[src/rtl/digital_tube_driver.sv]
// digital_tube_driver: memory-mapped 4-digit common-anode 7-segment scan driver
// with a per-slot blanking window that hides ghosting between digits.
module digital_tube_driver #(
    parameter int          SCAN_DIV  = 50000,
    parameter int          BLANK_CYC = 16,
    parameter logic [31:0] ADDR_DATA = 32'h4000_0010,
    parameter logic [31:0] ADDR_CTRL = 32'h4000_0014,
    parameter logic [31:0] ADDR_STAT = 32'h4000_0018
) (
    input  logic        clk,
    input  logic        reset,
    input  logic        mem_write,
    input  logic        mem_read,
    input  logic [31:0] addr,
    input  logic [31:0] write_data,
    output logic [31:0] read_data,
    output logic [11:0] real_digital
);
    localparam int CW = $clog2(SCAN_DIV);
    // active-high gfedcba patterns, digit 0 in the low 7 bits
    localparam logic [111:0] HEX = {7'h71, 7'h79, 7'h5E, 7'h39, 7'h7C, 7'h77, 7'h6F, 7'h7F,
                                    7'h07, 7'h7D, 7'h6D, 7'h66, 7'h4F, 7'h5B, 7'h06, 7'h3F};
    logic [15:0]   data_q;
    logic          en_q;
    logic [3:0]    dp_q, blank_q;
    logic [CW-1:0] cnt_q, cnt_d;
    logic [1:0]    idx_q, idx_d;
    logic [11:0]   pins_q, pins_d;
    logic [3:0]    nib;
    logic          lit, wrap, wr_data, wr_ctrl;
    logic          unused_wd;

    assign unused_wd    = ^{write_data[31:12], write_data[3:1]};
    assign real_digital = pins_q;

    always_comb begin
        wr_data   = mem_write && addr == ADDR_DATA;
        wr_ctrl   = mem_write && addr == ADDR_CTRL;
        wrap      = cnt_q == CW'(SCAN_DIV - 1);
        cnt_d     = (!en_q || wrap) ? '0 : cnt_q + 1'b1;
        idx_d     = !en_q ? 2'd0 : wrap ? idx_q + 2'd1 : idx_q;
        nib       = data_q[{idx_q, 2'b00} +: 4];
        lit       = en_q && cnt_q >= CW'(BLANK_CYC) && !blank_q[idx_q];
        pins_d    = lit ? {~(4'b0001 << idx_q), ~dp_q[idx_q], ~HEX[7*nib +: 7]} : 12'hFFF;
        read_data = !mem_read              ? 32'd0 :
                    addr == ADDR_DATA      ? {16'd0, data_q} :
                    addr == ADDR_CTRL      ? {20'd0, blank_q, dp_q, 3'd0, en_q} :
                    addr == ADDR_STAT      ? {29'd0, en_q, idx_q} : 32'd0;
    end

    always_ff @(posedge clk or posedge reset) begin
        if (reset) begin
            data_q  <= '0;
            en_q    <= 1'b0;
            dp_q    <= '0;
            blank_q <= '0;
            cnt_q   <= '0;
            idx_q   <= '0;
            pins_q  <= 12'hFFF;
        end else begin
            if (wr_data)
                data_q <= write_data[15:0];
            if (wr_ctrl) begin
                en_q    <= write_data[0];
                dp_q    <= write_data[7:4];
                blank_q <= write_data[11:8];
            end
            cnt_q  <= cnt_d;
            idx_q  <= idx_d;
            pins_q <= pins_d;
        end
    end
endmodule

[config.mk]
export PLATFORM = sky130hd
export DESIGN_NAME = digital_tube_driver
export DESIGN_NICKNAME = d
export VERILOG_FILES = /design/src/rtl/digital_tube_driver.sv
export SDC_FILE = /design/constraint.sdc
export NUM_CORES = 1
export LEC_CHECK = 0
export CAP_MARGIN = 10
export CORE_ASPECT_RATIO = 1.1
export CORE_MARGIN = 5
export CORE_UTILIZATION = 40
export CTS_BUF_LIST = sky130_fd_sc_hd__clkbuf_4 sky130_fd_sc_hd__clkbuf_8
export DETAILED_ROUTE_END_ITERATION = 6
export PLACE_DENSITY = 0.77
export SYNTH_ARGS = -nofsm -noshare
export SYNTH_HDL_FRONTEND = slang
export SYNTH_SLANG_ARGS = --single-unit
[constraint.sdc]
create_clock -name clk -period 2.1 [get_ports clk]
set_input_delay 0.315 -clock clk [delete_from_list [all_inputs] [get_ports clk]]
set_output_delay 0.315 -clock clk [all_outputs]
set_load 0.005 [all_outputs]
==> results.tsv <==
stage	metric	value	unit
status	run status	finished clean	
clock_network	Max Buffers Root-to-Sink	2	
global_routing	number of global-route vias before repair	2840	
timing	Slew Limit Fails	0	
floorplanning	die height	105	um
final_layout	diode count	0	
detailed_routing	residual DRC count	0	
final_layout	Non-Filler Instances	505	
worst_setup_path	critical path data arrival time	1.68	ns
worst_setup_path	Crit Path Category	input port to output pin	
power	Power per Cell Area	401	mW/mm2
detailed_routing	vias	2632	
clock_network	Reg clk slew, reported paths	0.10	ns
global_routing	GRT met2 Usage	28.8	%
logic_synthesis	yosys warns	0	
global_routing	GRT Total Usage	16.7	%
placed_design	placed instance area	0.00426	mm2
power	internal power	1.38	mW
final_layout	layout cell share with drive strength beyond 1	35.8	%
final_layout	Post-layout nets	476	
floorplanning	die area	0.0102	mm2
global_routing	met1 usage	20.7	%
final_layout	Layout area overhead	37.0	%
logic_synthesis	Async SR Flop Fraction	100	%
floorplanning	area of the core	0.00800	mm2
worst_hold_path	Hold WC Path Type	input port to asynchronous set/reset pin	
logic_synthesis	Synth top area share	32.5	%
timing	Hold WS	0.365	ns
detailed_routing	ANT nets after route	0	
worst_setup_path	Startpoint Class	input port	
logic_synthesis	Unique masters post-synth	49	
power	Lkg Pwr	1.99	nW
global_routing	busiest layer in global routing	met2	
final_layout	post-route design area	0.00453	mm2
floorplanning	Core Rows	34	
worst_setup_path	crit end category	output pin	
worst_setup_path	Max stage delay on crit path	0.25	ns
power	Clk pwr share	32.6	%
worst_setup_path	worst path bufs/invs	3	
power	Peak VDD IR	0.000270	V
clock_network	hold bufs inserted after CTS	0	
detailed_routing	router iterations before antenna repair	4	
worst_setup_path	crit path max-delay cell type	nor4b_4	
power	Comb pwr share	9.0	%
global_routing	first-pass GRT wire length	14100	um
global_routing	largest net degree at the start of global routing	56	
clock_network	CTS Sinks	55	
timing	FMAX	500	MHz
floorplanning	I/O pin count	112	
floorplanning	Die W	96.7	um
logic_synthesis	mapped cell area	0.00331	mm2
global_routing	initial antenna violation count	0	
power	sw frac	23.8	%
logic_synthesis	Post-synth top flop	dfrtp_1	
power	Switch Pwr	0.432	mW
clock_network	clock latency on the worst-skew pair	0.32	ns
run	max-cap violation count	0	
logic_synthesis	post-synth top area cell	dfrtp_1	
clock_network	Num CTS Buffers	5	
logic_synthesis	number of synthesized flops with an enable pin	0	
timing	Worst Skew	0.0114	ns
timing	Final Setup Violations	0	
timing	crit share post-route	95.2	%
logic_synthesis	register bit count reported by yosys	55	
worst_setup_path	critical-path maximum fanout	6	
logic_synthesis	sequential fraction of the synthesis area	42.1	%
logic_synthesis	Syn Inst Count	301	
worst_setup_path	Required @ worst endpoint	1.78	ns
timing	clock period minus final worst setup slack	2.00	ns
detailed_routing	WL/cell	16.4	um
power	Final Power	1.82	mW
logic_synthesis	ranking of synthesized cells by area	dfrtp_1 33%, dfstp_2 9.5%, mux2_2 6.1%, mux4_2 4.8%, ha_1 4.5%	
clock_network	TritonCTS clock tree	yes	
timing	Final Hold Viols	0	
clock_network	CTS Root Cell	clkbuf_8	
worst_setup_path	crit-path cells	clkdlybuf4s15_1 > nor4b_4 > and3_4 > nand3_4 > buf_12 > nor4_4 > buf_2	
clock_network	H-tree depth	2	
placed_design	Final HPWL DP	5950	um
worst_setup_path	CP top delay family	simple AND/OR/NAND/NOR gates	
placed_design	placer congestion estimate	0.831	
detailed_routing	vias per cell	5.21	
floorplanning	Starting Density	41.3	%
power	Sequential Power Share	58.3	%
detailed_routing	starting DRC count in detailed routing	112	
global_routing	met3 Usage GRT	4.03	%
placed_design	Inst Count DP	491	
logic_synthesis	Mapped Avg Cell Area	11.0	um2
global_routing	final global-route overflow total	0	
worst_setup_path	Reg2Reg Setup Slack	0.19	ns
placed_design	port bufs	79	
detailed_routing	Post-Route WL	8300	um
-- flip-flops by register name (all words and copies together) (netlist names) --
name and flops:
real_digital 12, en_q 1, blank_q 4, data_q 16, idx_q 2, dp_q 4
cnt_q 16
-- stage by stage --
stage / worst slack (ns) / utilization [%] / TNS, ns
2_1_floorplan: 0.176 / - / 0
3_5_place_dp: -0.599 / 53.2 / -11.66
6_report: 0.102 / 56.7 / 0
4_1_cts: 0.00502 / 56.3 / 0
3_3_place_gp: -0.575 / 53.2 / -10.04
5_1_grt: -0.0186 / 56.7 / -0.0338
-- per-layer routing --
metal / part of all wire [%] / up-vias / wire length, um
met1: 42 / 1270 / 3500
li1: - / 1239 / -
met3: 6.5 / 11 / 543
met5: 0 / - / 0
met4: 1.6 / 0 / 133
met2: 50 / 112 / 4130
-- Yosys cell counts, types with 2 or more instances --
cell / n
dfrtp_1: 43
buf_4: 18
mux2_2: 18
nor2_1: 17
inv_1: 14
nand2_1: 14
nand3_1: 14
a21oi_1: 12
dfstp_2: 12
ha_1: 12
nor4_1: 11
mux2_4: 10
xnor2_1: 9
nor3_1: 8
mux4_2: 7
buf_2: 6
mux2i_1: 6
xor2_1: 6
clkbuf_1: 5
and4_1: 4
nand4_1: 4
nand4b_1: 4
nor4b_1: 4
o21ai_0: 4
and3_1: 3
nand2b_1: 3
o211ai_1: 3
o21ai_1: 3
o311ai_1: 3
nand3b_1: 2
nor2b_1: 2
or2_2: 2
or3_1: 2
-- cells by family (layout without fill, tap and decap cells) --
logic type | Yosys count | count (layout) | share of synthesized area [%]
AOI/OAI and AO/OA | 27 | 27 | 4.77
xor gates and xnor gates | 15 | 15 | 3.97
adders and majority gates | 12 | 12 | 4.54
buffers and inverters | 45 | 126 | 7.64
DFF | 55 | 55 | 42.1
muxes | 41 | 41 | 17.3
other | 1 | 16 | 0.113
and+or+nand+nor | 105 | 105 | 19.6
-- worst paths after layout --
| path | start | to | cells past startpoint |
|---|---|---|---|
| max in group asynchronous | reset | real_digital[6]$_DFF_PP1_ | 3 |
| setup / recovery | addr[28] | read_data[3] | 7 |
| hold reg to reg | cnt_q[0]$_DFF_PP0_ | cnt_q[0]$_DFF_PP0_ | 1 |
| min in group clk | cnt_q[0]$_DFF_PP0_ | cnt_q[0]$_DFF_PP0_ | 1 |
| hold / removal | reset | cnt_q[9]$_DFF_PP0_ | 3 |
| setup reg to reg | idx_q[0]$_DFFE_PP0N_ | real_digital[5]$_DFF_PP1_ | 6 |
-- placed cells by master (no fill, tap or decap), types with 4 or more instances in the layout --
cell type	n
a21oi_1	7
clkdlybuf4s50_1	35
nor2_1	17
nand4b_1	4
nand4_1	4
mux4_2	7
nand3_1	9
xor2_1	6
mux2_2	18
nor4_4	5
clkbuf_2	7
buf_4	17
xnor2_1	9
mux2i_1	6
ha_1	12
inv_1	13
dlygate4sd2_1	15
a21oi_2	5
o21ai_0	4
dfstp_2	12
nor4_1	6
conb_1	16
nand2_1	14
buf_2	16
mux2_4	10
clkbuf_8	5
dfrtp_1	42
-- worst register-to-register path, stage by stage, from the launching register on --
cell,delay (ns)
dfrtp_2,0.47
mux4_2,0.60
inv_1,0.17
ha_1,0.27
mux2_2,0.18
nand2_1,0.05
o311ai_1,0.09
-- repair_timing --
item | in CTS | in global routing
setup buffers | 3 | 2
cloned | 2 | 0
pin swaps | 17 | 18
endpoints found under the setup margin | 16 | 20
resized for setup | 129 | 29
-- area by class of cell --
cell class,count,area [um2]
clock buffer,5,68.8
clock inverter,3,18.8
fill,691,3470
inverter,14,52.6
multi-input combinational,216,1950
sequential,55,1390
tap,108,135
timing repair buffer,104,916
-- power by group through the flow --
stage,Clock [mW],Combinational [mW],Sequential [mW]
floorplan,0,0.0618,1.08
global placement,0,0.161,1.08
detailed placement,0,0.165,1.08
CTS,0.612,0.161,1.06
global route,0.652,0.178,1.06
finish,0.593,0.164,1.06
Note: power is estimated with default switching activity, not from simulation.
